$ cat config.mk
export PLATFORM = sky130hd
export DESIGN_NAME = int_arbiter_flat
export DESIGN_NICKNAME = d
export VERILOG_FILES = /design/src/rtl/int_arb_pkg.sv /design/src/rtl/int_arbiter_if.sv /design/src/rtl/int_prio_pick.sv /design/src/rtl/int_arbiter.sv /design/src/flat_wrapper.sv
export SDC_FILE = /design/constraint.sdc
export NUM_CORES = 1
export LEC_CHECK = 0
export CAP_MARGIN = 40
export CORE_ASPECT_RATIO = 1.75
export CORE_MARGIN = 1
export CORE_UTILIZATION = 30
export CTS_BUF_LIST = sky130_fd_sc_hd__clkbuf_16
export DETAILED_ROUTE_END_ITERATION = 6
export HOLD_SLACK_MARGIN = 0.08
export PLACE_DENSITY = 0.54
export SYNTH_ARGS = -nofsm -noshare
export SYNTH_HDL_FRONTEND = slang
export SYNTH_SLANG_ARGS = --single-unit
$ cat constraint.sdc
create_clock -name clk -period 1.6 [get_ports clk]
set_input_delay 0.4 -clock clk [delete_from_list [all_inputs] [get_ports clk]]
set_output_delay 0.4 -clock clk [all_outputs]
set_load 0.005 [all_outputs]
$ cat src/rtl/int_arb_pkg.sv
// -----------------------------------------------------------------------------
// int_arb_pkg
// Shared types and constants for the interrupt arbiter:
//   state_t  - arbiter FSM states (IDLE, ASSERT, WAIT_ACK)
//   ID_NONE  - src_id value presented when no source is granted
//   MAX_SRC  - largest supported number of request inputs
//   IDX_W    - width of a source index, wide enough for MAX_SRC sources
// -----------------------------------------------------------------------------
package int_arb_pkg;

  localparam int         MAX_SRC = 8;
  localparam int         IDX_W   = $clog2(MAX_SRC);
  localparam logic [7:0] ID_NONE = 8'hFF;

  typedef enum logic [1:0] {
    IDLE     = 2'd0,
    ASSERT   = 2'd1,
    WAIT_ACK = 2'd2
  } state_t;

endpackage

$ cat src/rtl/int_arbiter_if.sv
// -----------------------------------------------------------------------------
// int_arbiter_if
// Bundle of peripheral/CPU-side signals of the interrupt arbiter.
//   irq_req   - level requests from peripherals (0->1 edge raises a request)
//   mask_we   - mask register write strobe
//   mask_din  - new mask value, bit=1 masks that source
//   id_rd     - one-cycle CPU read of the ID port; acts as the acknowledge
//   interrupt - registered interrupt line to the CPU
//   src_id    - granted source index, 8'hFF when nothing is granted
//   pending   - latched pending bits for status reads
// Modports: master = requesters/CPU side, slave = the arbiter.
// -----------------------------------------------------------------------------
interface int_arbiter_if #(
  parameter int N_SRC = 4
);

  logic [N_SRC-1:0] irq_req;
  logic             mask_we;
  logic [N_SRC-1:0] mask_din;
  logic             id_rd;
  logic             interrupt;
  logic [7:0]       src_id;
  logic [N_SRC-1:0] pending;

  modport master (
    output irq_req, mask_we, mask_din, id_rd,
    input  interrupt, src_id, pending
  );

  modport slave (
    input  irq_req, mask_we, mask_din, id_rd,
    output interrupt, src_id, pending
  );

endinterface

$ cat src/rtl/int_prio_pick.sv
// -----------------------------------------------------------------------------
// int_prio_pick
// Combinational picker: returns the first set bit of `eligible`, searching
// upward from `start` and wrapping at N_SRC. With start tied to 0 this is a
// plain fixed-priority encoder (index 0 highest).
//   eligible - candidate vector
//   start    - search start index (must be < N_SRC)
//   found    - at least one candidate was set
//   idx      - index of the chosen candidate (0 when none found)
// -----------------------------------------------------------------------------
module int_prio_pick
  import int_arb_pkg::*;
#(
  parameter int N_SRC = 4
) (
  input  logic [N_SRC-1:0] eligible,
  input  logic [IDX_W-1:0] start,
  output logic             found,
  output logic [IDX_W-1:0] idx
);

  int pos;

  // NOTE: every output of a combinational block gets a default before any
  // branch, so no path leaves a value held and no latch is inferred.
  always_comb begin
    found = 1'b0;
    idx   = '0;
    pos   = 0;
    for (int i = 0; i < N_SRC; i++) begin
      // start + i stays below 2*N_SRC, so one conditional subtract wraps it.
      pos = int'(start) + i;
      if (pos >= N_SRC) pos = pos - N_SRC;
      if (!found && eligible[pos]) begin
        found = 1'b1;
        idx   = IDX_W'(pos);
      end
    end
  end

endmodule

$ cat src/rtl/int_arbiter.sv
// -----------------------------------------------------------------------------
// int_arbiter
// Shares the single CPU interrupt line between N_SRC peripheral requesters.
// Each request is edge-detected and latched as pending; pending & ~mask is the
// eligible set. One source is granted at a time: interrupt is driven high for
// exactly PULSE_LEN cycles and src_id carries the granted index until the CPU
// reads the ID port (id_rd), which clears that source's pending bit.
//
// Ports:
//   clk - system clock, all state updates on the rising edge
//   rst - synchronous, active-high reset
//   bus - int_arbiter_if.slave (irq_req, mask_we, mask_din, id_rd,
//         interrupt, src_id, pending)
//
// Build option:
//   INT_ARB_RR_EN defined   - round-robin arbitration starting at a pointer
//                             that moves to grant+1 on every grant.
//   INT_ARB_RR_EN undefined - fixed priority, index 0 highest; no pointer.
// -----------------------------------------------------------------------------
module int_arbiter
  import int_arb_pkg::*;
#(
  parameter int N_SRC     = 4,
  parameter int PULSE_LEN = 6
) (
  input  logic          clk,
  input  logic          rst,
  int_arbiter_if.slave  bus
);

  localparam int              CNT_W    = (PULSE_LEN > 1) ? $clog2(PULSE_LEN) : 1;
  localparam logic [CNT_W-1:0] CNT_LOAD = CNT_W'(PULSE_LEN - 1);

  state_t           state_q, state_d;
  logic [N_SRC-1:0] prev_q;
  logic [N_SRC-1:0] pend_q, pend_d;
  logic [N_SRC-1:0] mask_q;
  logic [N_SRC-1:0] rise, clr, eligible;
  logic [CNT_W-1:0] cnt_q, cnt_d;
  logic [IDX_W-1:0] grant_q, grant_d;
  logic [IDX_W-1:0] start_idx, pick_idx;
  logic             pick_found;
  logic             grant_take;
  logic             acked_q, acked_d;
  logic             irq_q, irq_d;
  logic [7:0]       src_id_q, src_id_d;

  assign rise     = bus.irq_req & ~prev_q;
  assign eligible = pend_q & ~mask_q;
  // A new edge wins over an acknowledge of the same source in the same cycle,
  // so the source stays pending and gets served again.
  assign pend_d   = (pend_q & ~clr) | rise;

  int_prio_pick #(.N_SRC(N_SRC)) u_pick (
    .eligible (eligible),
    .start    (start_idx),
    .found    (pick_found),
    .idx      (pick_idx)
  );

`ifdef INT_ARB_RR_EN
  logic [IDX_W-1:0] ptr_q;

  always_ff @(posedge clk) begin
    if (rst)
      ptr_q <= '0;
    else if (grant_take)
      ptr_q <= (int'(pick_idx) == N_SRC - 1) ? '0 : pick_idx + 1'b1;
  end

  assign start_idx = ptr_q;
`else
  assign start_idx = '0;
`endif

  // Next-state and next-output logic. interrupt/src_id are computed here and
  // registered below, so they change on the same edge as the state.
  always_comb begin
    state_d    = state_q;
    cnt_d      = cnt_q;
    grant_d    = grant_q;
    acked_d    = acked_q;
    irq_d      = 1'b0;
    src_id_d   = src_id_q;
    clr        = '0;
    grant_take = 1'b0;

    case (state_q)
      IDLE: begin
        if (pick_found) begin
          grant_take = 1'b1;
          grant_d    = pick_idx;
          src_id_d   = {{(8-IDX_W){1'b0}}, pick_idx};
          cnt_d      = CNT_LOAD;
          acked_d    = 1'b0;
          irq_d      = 1'b1;
          state_d    = ASSERT;
        end
      end

      ASSERT: begin
        // An early ack is recorded but never shortens the pulse.
        if (bus.id_rd) begin
          clr[grant_q] = 1'b1;
          src_id_d     = ID_NONE;
          acked_d      = 1'b1;
        end
        if (cnt_q == '0) begin
          state_d = (acked_q || bus.id_rd) ? IDLE : WAIT_ACK;
        end else begin
          cnt_d = cnt_q - 1'b1;
          irq_d = 1'b1;
        end
      end

      WAIT_ACK: begin
        if (bus.id_rd) begin
          clr[grant_q] = 1'b1;
          src_id_d     = ID_NONE;
          state_d      = IDLE;
        end
      end

      default: state_d = IDLE;
    endcase
  end

  // NOTE: sequential state uses non-blocking assignments so every register
  // samples the pre-edge values, independent of statement order.
  always_ff @(posedge clk) begin
    // NOTE: every register, including the edge history, is reset so the
    // first cycle after reset cannot see a false rising edge or stale grant.
    if (rst) begin
      state_q  <= IDLE;
      prev_q   <= '0;
      pend_q   <= '0;
      mask_q   <= '0;
      cnt_q    <= '0;
      grant_q  <= '0;
      acked_q  <= 1'b0;
      irq_q    <= 1'b0;
      src_id_q <= ID_NONE;
    end else begin
      state_q  <= state_d;
      prev_q   <= bus.irq_req;
      pend_q   <= pend_d;
      if (bus.mask_we) mask_q <= bus.mask_din;
      cnt_q    <= cnt_d;
      grant_q  <= grant_d;
      acked_q  <= acked_d;
      irq_q    <= irq_d;
      src_id_q <= src_id_d;
    end
  end

  assign bus.interrupt = irq_q;
  assign bus.src_id    = src_id_q;
  assign bus.pending   = pend_q;

endmodule

$ cat src/flat_wrapper.sv
// flat-port wrapper written by rule: the top's interface ports become plain ports
module int_arbiter_flat import int_arb_pkg::*;
#(
  parameter int N_SRC     = 4,
  parameter int PULSE_LEN = 6
)
  (clk, rst, bus_irq_req, bus_mask_we, bus_mask_din, bus_id_rd, bus_interrupt, bus_src_id, bus_pending);
  int_arbiter_if #(.N_SRC(N_SRC)) bus_i ();
  input  logic clk;
  input  logic rst;
  input wire logic [$bits(bus_i.irq_req)-1:0] bus_irq_req;
  input wire logic [$bits(bus_i.mask_we)-1:0] bus_mask_we;
  input wire logic [$bits(bus_i.mask_din)-1:0] bus_mask_din;
  input wire logic [$bits(bus_i.id_rd)-1:0] bus_id_rd;
  output wire logic [$bits(bus_i.interrupt)-1:0] bus_interrupt;
  output wire logic [$bits(bus_i.src_id)-1:0] bus_src_id;
  output wire logic [$bits(bus_i.pending)-1:0] bus_pending;
  assign bus_i.irq_req = bus_irq_req;
  assign bus_i.mask_we = bus_mask_we;
  assign bus_i.mask_din = bus_mask_din;
  assign bus_i.id_rd = bus_id_rd;
  assign bus_interrupt = bus_i.interrupt;
  assign bus_src_id = bus_i.src_id;
  assign bus_pending = bus_i.pending;
  int_arbiter #(.N_SRC(N_SRC), .PULSE_LEN(PULSE_LEN)) u_core (.clk(clk), .rst(rst), .bus(bus_i));
endmodule
# After elaboration in Yosys (flattened, before gate mapping)
# Cells that the tools add are included.
[totals]
ff_bits = 30
in_bits = 12
output_inout_bits = 13
word_cells = 73
[op_classes]
n_addsub = 1
order_cmp = 2
n_eq_ne = 8
mux = 28
bitwise = 7
reduce_logical = 18
[op_table]
columns = ["op", "count"]
rows = [
  ["$mux 8", 2],
  ["$pmux 8 s2", 1],
  ["$and 4x4->4", 3],
  ["$mux 3", 4],
  ["$not 4->4", 3],
  ["$reduce_and 3->1", 4],
  ["$mux 1", 10],
  ["$mux 2", 4],
  ["$mux 4", 2],
  ["$ne 2x1->1 const B", 3],
  ["$ne 2x2->1 const B", 3],
  ["$pmux 2 s3", 1],
  ["$pmux 3 s2", 1],
  ["$logic_and 1x1->1", 4],
  ["$or 4x4->4", 1],
  ["$pmux 1 s2", 2],
  ["$reduce_bool 2->1", 2],
  ["$ge 3x1->1 const B", 1],
  ["$logic_not 1->1", 3],
  ["$logic_not 3->1", 1],
  ["$lt 3x3->1 const B", 1],
  ["$sub 3x1->3 const B", 1],
  ["$demux 1 s2", 1],
  ["$eq 2x1->1 const B", 1],
  ["other kinds (5)", 5],
]

# Depth between registers and ports, before layout
[depth]
ltp_word = 14
ltp_mapped = 7
mapped_depth_nobuf = 6

# Hierarchy
# From an unflattened synthesis, not the netlist that was laid out.
[hier_totals]
hier_cells = 172
hier_area_um2 = 1508.9
[by_module_without_submodules]
columns = ["module", "n_inst", "cells_per_inst", "area_each_um2", "seq_area_each_um2"]
rows = [
  ["int_arbiter", 1, 138, 1222.4, 520.5],
  ["int_prio_pick", 1, 34, 286.5, 0.0],
]

# Worst setup path before layout
# Ideal clock, no wire load.
[synth_timing]
path_type = "reg-to-reg"
startpoint = "register u_core.state_q[0]"
endpoint = "register u_core.src_id_q[1] (netlist: u_core.bus.src_id[1])"
setup_time_ns = 0.060
t_arrival_ns = 1.361
required_ns = 1.540
slack_ns = 0.178
path_stages_with_launch = 8
path_buffers = 1
period_less_slack_ns = 1.422
cell_sequence = "dfxtp_1 inv_1 ha_1 buf_4 inv_2 o311ai_0 o221ai_1 nand2_1"
[synth_between]
elab_chain_len = 4
elab_cells_between_ends = 9
cone_classes = "eq/ne: 4; mux: 1; reduce/logical: 4"
[synth_lines]
columns = ["item", "line", "source"]
rows = [
  ["start: declaration", "int_arbiter.sv:34", "state_t state_q, state_d;"],
  ["start signal: assignment", "int_arbiter.sv:144", "state_q <= state_d;"],
  ["$eq 2x1->1 or $eq 2x2->1 (tied branches)", "int_arbiter.sv:88", "case (state_q)"],
  ["$reduce_or 2->1 (no line)", "-", ""],
  ["$ne 2x1->1 (no line) or $reduce_bool 2->1 (tied branches)", "-", ""],
  ["$reduce_and 3->1 (no line)", "-", ""],
  ["end signal: assignment", "int_arbiter.sv:152", "src_id_q <= src_id_d;"],
  ["end: declaration", "int_arbiter.sv:46", "logic [7:0] src_id_q, src_id_d;"],
]
# Several ways; a longest one is shown, not always the timed one.
# A chain may end at the register's enable or synchronous reset.

# Worst setup path after layout
[layout_timing]
startpoint = "register u_core.src_id_q[6] (netlist: u_core.bus.src_id[6])"
endpoint = "output bus_src_id[6]"
[layout_lines]
columns = ["item", "line", "source"]
rows = [
  ["end: declaration", "flat_wrapper.sv:16", "output wire logic [$bits(bus_i.src_id)-1:0] bus_src_id;"],
]
# No word-level cell between the ends.

==> impl_metrics.csv <==
group,metric,value,unit
floorplanning,dieHeight,87.48,um
grt,grt_overflow,0,
critical_path,critPathRequiredTime,1.20,ns
pwr,p_leak,0.7281,nW
yosys,ys.flop_type,"dfxtp_1",
floorplanning,row_count,30,
detailed_routing,postRouteAntennaNets,0,
detailed_routing,drc,0,
yosys,async_flop_share,0,%
detailed_routing,drt_wl_total,3019,um
critical_path,endpoint,"bus_src_id[6]",
placement,place_hpwl,2315,um
grt,grt_max_degree,15,
sta,skew,0.002374,ns
grt,grt.total_usage,15.21,%
run_status,status,"finished clean",
floorplanning,dieArea,4447,um^2
critical_path,reg2reg_to,"u_core.cnt_q[2]$_SDFFE_PP0P_",
floorplanning,core_area,3941,um^2
yosys,yosysTopAreaCell,"dfxtp_1",
sta,relSlewSlack,71.91,%
sta,fmax,0.6393,GHz
grt,antenna_found_initial,0,
yosys,syn-instance-count,133,
critical_path,slowest_stage,"clkdlybuf4s50_1",
detailed_routing,first_pass_iters,4,
job,max_cap_violations,0,
yosys,synth.most_common_cell,"dfxtp_1",
clock_tree,clock-root-buffer,"clkbuf_16",
floorplanning,initial_core_util,31.78,%
yosys,syn_avg_cell_area,9.417,um^2
critical_path,crit_path_cell_trace,"clkdlybuf4s50_1",
critical_path,cp.depth,1,
grt,grt_pass1_vias,1106,
clock_tree,clock-sinks,24,
yosys,seq_area_frac_synth,38.36,%
clock_tree,numCtsBuffers,3,
clock_tree,cts.clk_slew.worst_paths,0.06,ns
cells_and_area,num_antenna_cells,0,
critical_path,cp_num_buf_inv,1,
yosys,ys_warn_count,0,
sta,min_period,1.564,ns
floorplanning,pin_count,25,
sta,whs,0.4878,ns
sta,finalCritPeriodShare,97.76,%
clock_tree,cts_tree,"yes",
sta,tightest_slew,0.4199,ns
yosys,synth_fp_nets,150,
clock_tree,clk_latency,0.26,ns
clock_tree,htree_num_levels,1,
critical_path,reg2reg_setup_slack,0.12,ns
cells_and_area,syn_to_final_growth,41.76,%
pwr,power_density,1513,nW/um^2
clock_tree,cts_max_path_buffers,2,
yosys,synth_area_leaders,"dfxtp_1 (38%), a21oi_1 (5.2%), ha_1 (5.0%)",
critical_path,cp_max_fo,8,
yosys,synthDominantCellAreaShare,38.36,%
hold_path,hp-class,"reg2reg",
critical_path,cpPeakStageDelay,0.51,ns
critical_path,cp.arrival,1.16,ns
critical_path,crit_path_start_kind,"flop",
critical_path,crit_start,"u_core.bus.src_id[6]$_SDFFE_PP1P_",
yosys,synth_cell_types,36,
critical_path,critical_path_class,"reg2out",
sta,finalSetupTns,0,ns
placement,port_buffers,24,
detailed_routing,viasPerCell,4.931,
yosys,synthTopCellsByCount,"dfxtp_1 (24), a21oi_1 (13), nor2_1 (10)",
yosys,synth-seq-cells,24,
pwr,irDropWorstVdd,749.3,uV
detailed_routing,drt_iter0_drc,12,
hold_path,hold_start,"u_core.prev_q[0]$_SDFF_PP0_",
grt,grt_first_pass_wirelength,4995,um
cells_and_area,nets,188,
critical_path,r2r_start,"u_core.state_q[0]$_SDFFE_PP0P_",
detailed_routing,avgRoutedWirePerCell,13.85,um
sta,hold_violations,0,
critical_path,ff2ff_path_depth,6,
sta,maxSlewViolCount,0,
cells_and_area,drive_above_1_share,24.12,%
sta,setup_viol,0,
yosys,netlist_area,1252,um^2
floorplanning,fp.dieW,50.84,um
critical_path,endpoint_kind,"output pin",
detailed_routing,vias,1075,
yosys,synth_edf_count,0,
critical_path,crit_family,"buffers and inverters",
placement,place.gp.congestion,0.7357,
## metal layers
| layer | track usage, % | wire length [um] | part of all wire [%] | up-vias |
|---|---|---|---|---|
| met2 | 28.36 | 1688 | 56 | 26 |
| met4 | 6.818 | 59 | 2.0 | 0 |
| met5 | 0 | 0 | 0 | - |
| met3 | 3.316 | 92 | 3.0 | 4 |
| li1 | - | - | - | 538 |
| met1 | 15.72 | 1180 | 39 | 507 |
## worst min path at each step
stage	end	slack, ns	cells after the start
after floorplan	u_core.state_q[1]$_SDFFE_PP0P_	0.45	2
after CTS	u_core.bus.pending[0]$_SDFF_PP0_	0.49	2
after global placement	u_core.bus.pending[0]$_SDFF_PP0_	0.48	2
final	u_core.bus.pending[0]$_SDFF_PP0_	0.49	2
after detailed placement	u_core.cnt_q[1]$_SDFFE_PP0P_	0.49	1
after global routing	u_core.cnt_q[1]$_SDFFE_PP0P_	0.51	1
## cell families (layout without fill, tap and decap cells)
| family | Yosys count | after routing | share of synthesized area, % |
|---|---|---|---|
| and+or+nand+nor | 52 | 52 | 27.17 |
| buffers and inverters | 17 | 54 | 6.893 |
| AOI/OAI and AO/OA | 30 | 30 | 18.58 |
| muxes | 5 | 5 | 3.996 |
| adders and majority gates | 5 | 5 | 4.995 |
| DFF | 24 | 24 | 38.36 |
## what timing repair did
action,in CTS,in global routing
gates cloned,0,0
hold endpoints to repair,0,0
pin swaps,0,2
gates resized for setup,5,9
hold buffers,0,0
setup endpoints to repair,9,9
setup buffers,0,0
## flip-flops by register name, indices dropped and copies added (netlist names)
| name | cells |
|---|---|
| u_core.acked_q | 1 |
| u_core.bus.interrupt | 1 |
| u_core.bus.pending | 4 |
| u_core.bus.src_id | 3 |
| u_core.cnt_q | 3 |
| u_core.grant_q | 2 |
| u_core.mask_q | 4 |
| u_core.prev_q | 4 |
| u_core.state_q | 2 |
## cells in the final DEF, fill, tap and decap left out, types with 2 or more instances in the layout
| master | synthesis | final |
|---|---|---|
| nand3_1 | 2 | 2 |
| dfxtp_1 | 24 | 19 |
| inv_1 | 7 | 7 |
| nand2_1 | 7 | 7 |
| nor2_1 | 10 | 10 |
| nor3_1 | 3 | 3 |
| dfxtp_2 | 0 | 4 |
| nand2b_1 | 7 | 7 |
| o31ai_1 | 2 | 2 |
| clkbuf_16 | 0 | 3 |
| a211oi_1 | 2 | 2 |
| nor2b_1 | 7 | 7 |
| clkdlybuf4s50_1 | 0 | 21 |
| a21oi_1 | 13 | 13 |
| o21ai_0 | 4 | 4 |
| nand4_1 | 2 | 2 |
| ha_1 | 5 | 3 |
| mux2i_1 | 5 | 5 |
| buf_4 | 6 | 18 |
| or2b_1 | 3 | 3 |
| nor2b_4 | 4 | 4 |
| dlymetal6s2s_1 | 0 | 3 |
## power breakdown
group | internal [W] | switching [W] | total (W)
combinational | 0.000646 | 0.000518 | 0.00116
clock | 0.000498 | 0.000220 | 0.000717
sequential | 0.000714 | 0.0000895 | 0.000804
## area by class of cell
cell class / count / area (um^2)
Multi-Input combinational cell: 92 / 708.2
Inverter: 8 / 30.03
Clock inverter: 1 / 30.03
Sequential cell: 24 / 489.2
Clock buffer: 3 / 75.07
Tap cell: 48 / 60.06
Fill cell: 409 / 2166
Timing Repair Buffer: 42 / 382.9
## metrics by stage
| stage | setup WS [ns] | instances | area, um^2 | power, W | utilization (%) |
|---|---|---|---|---|---|
| 3_3_place_gp | -0.04638 | 214 | 1632 | 0.001898 | 41.40 |
| 3_5_place_dp | -0.09457 | 214 | 1632 | 0.001924 | 41.40 |
| 6_report | 0.03580 | 218 | 1775 | 0.002686 | 45.05 |
| 2_1_floorplan | 0.1785 | 133 | 1252 | 0.001437 | - |
| 4_1_cts | 0.005069 | 218 | 1745 | 0.002663 | 44.29 |
| 5_1_grt | -0.008230 | 218 | 1775 | 0.002853 | 45.05 |
No activity file was read; power rests on OpenSTA's default activity.
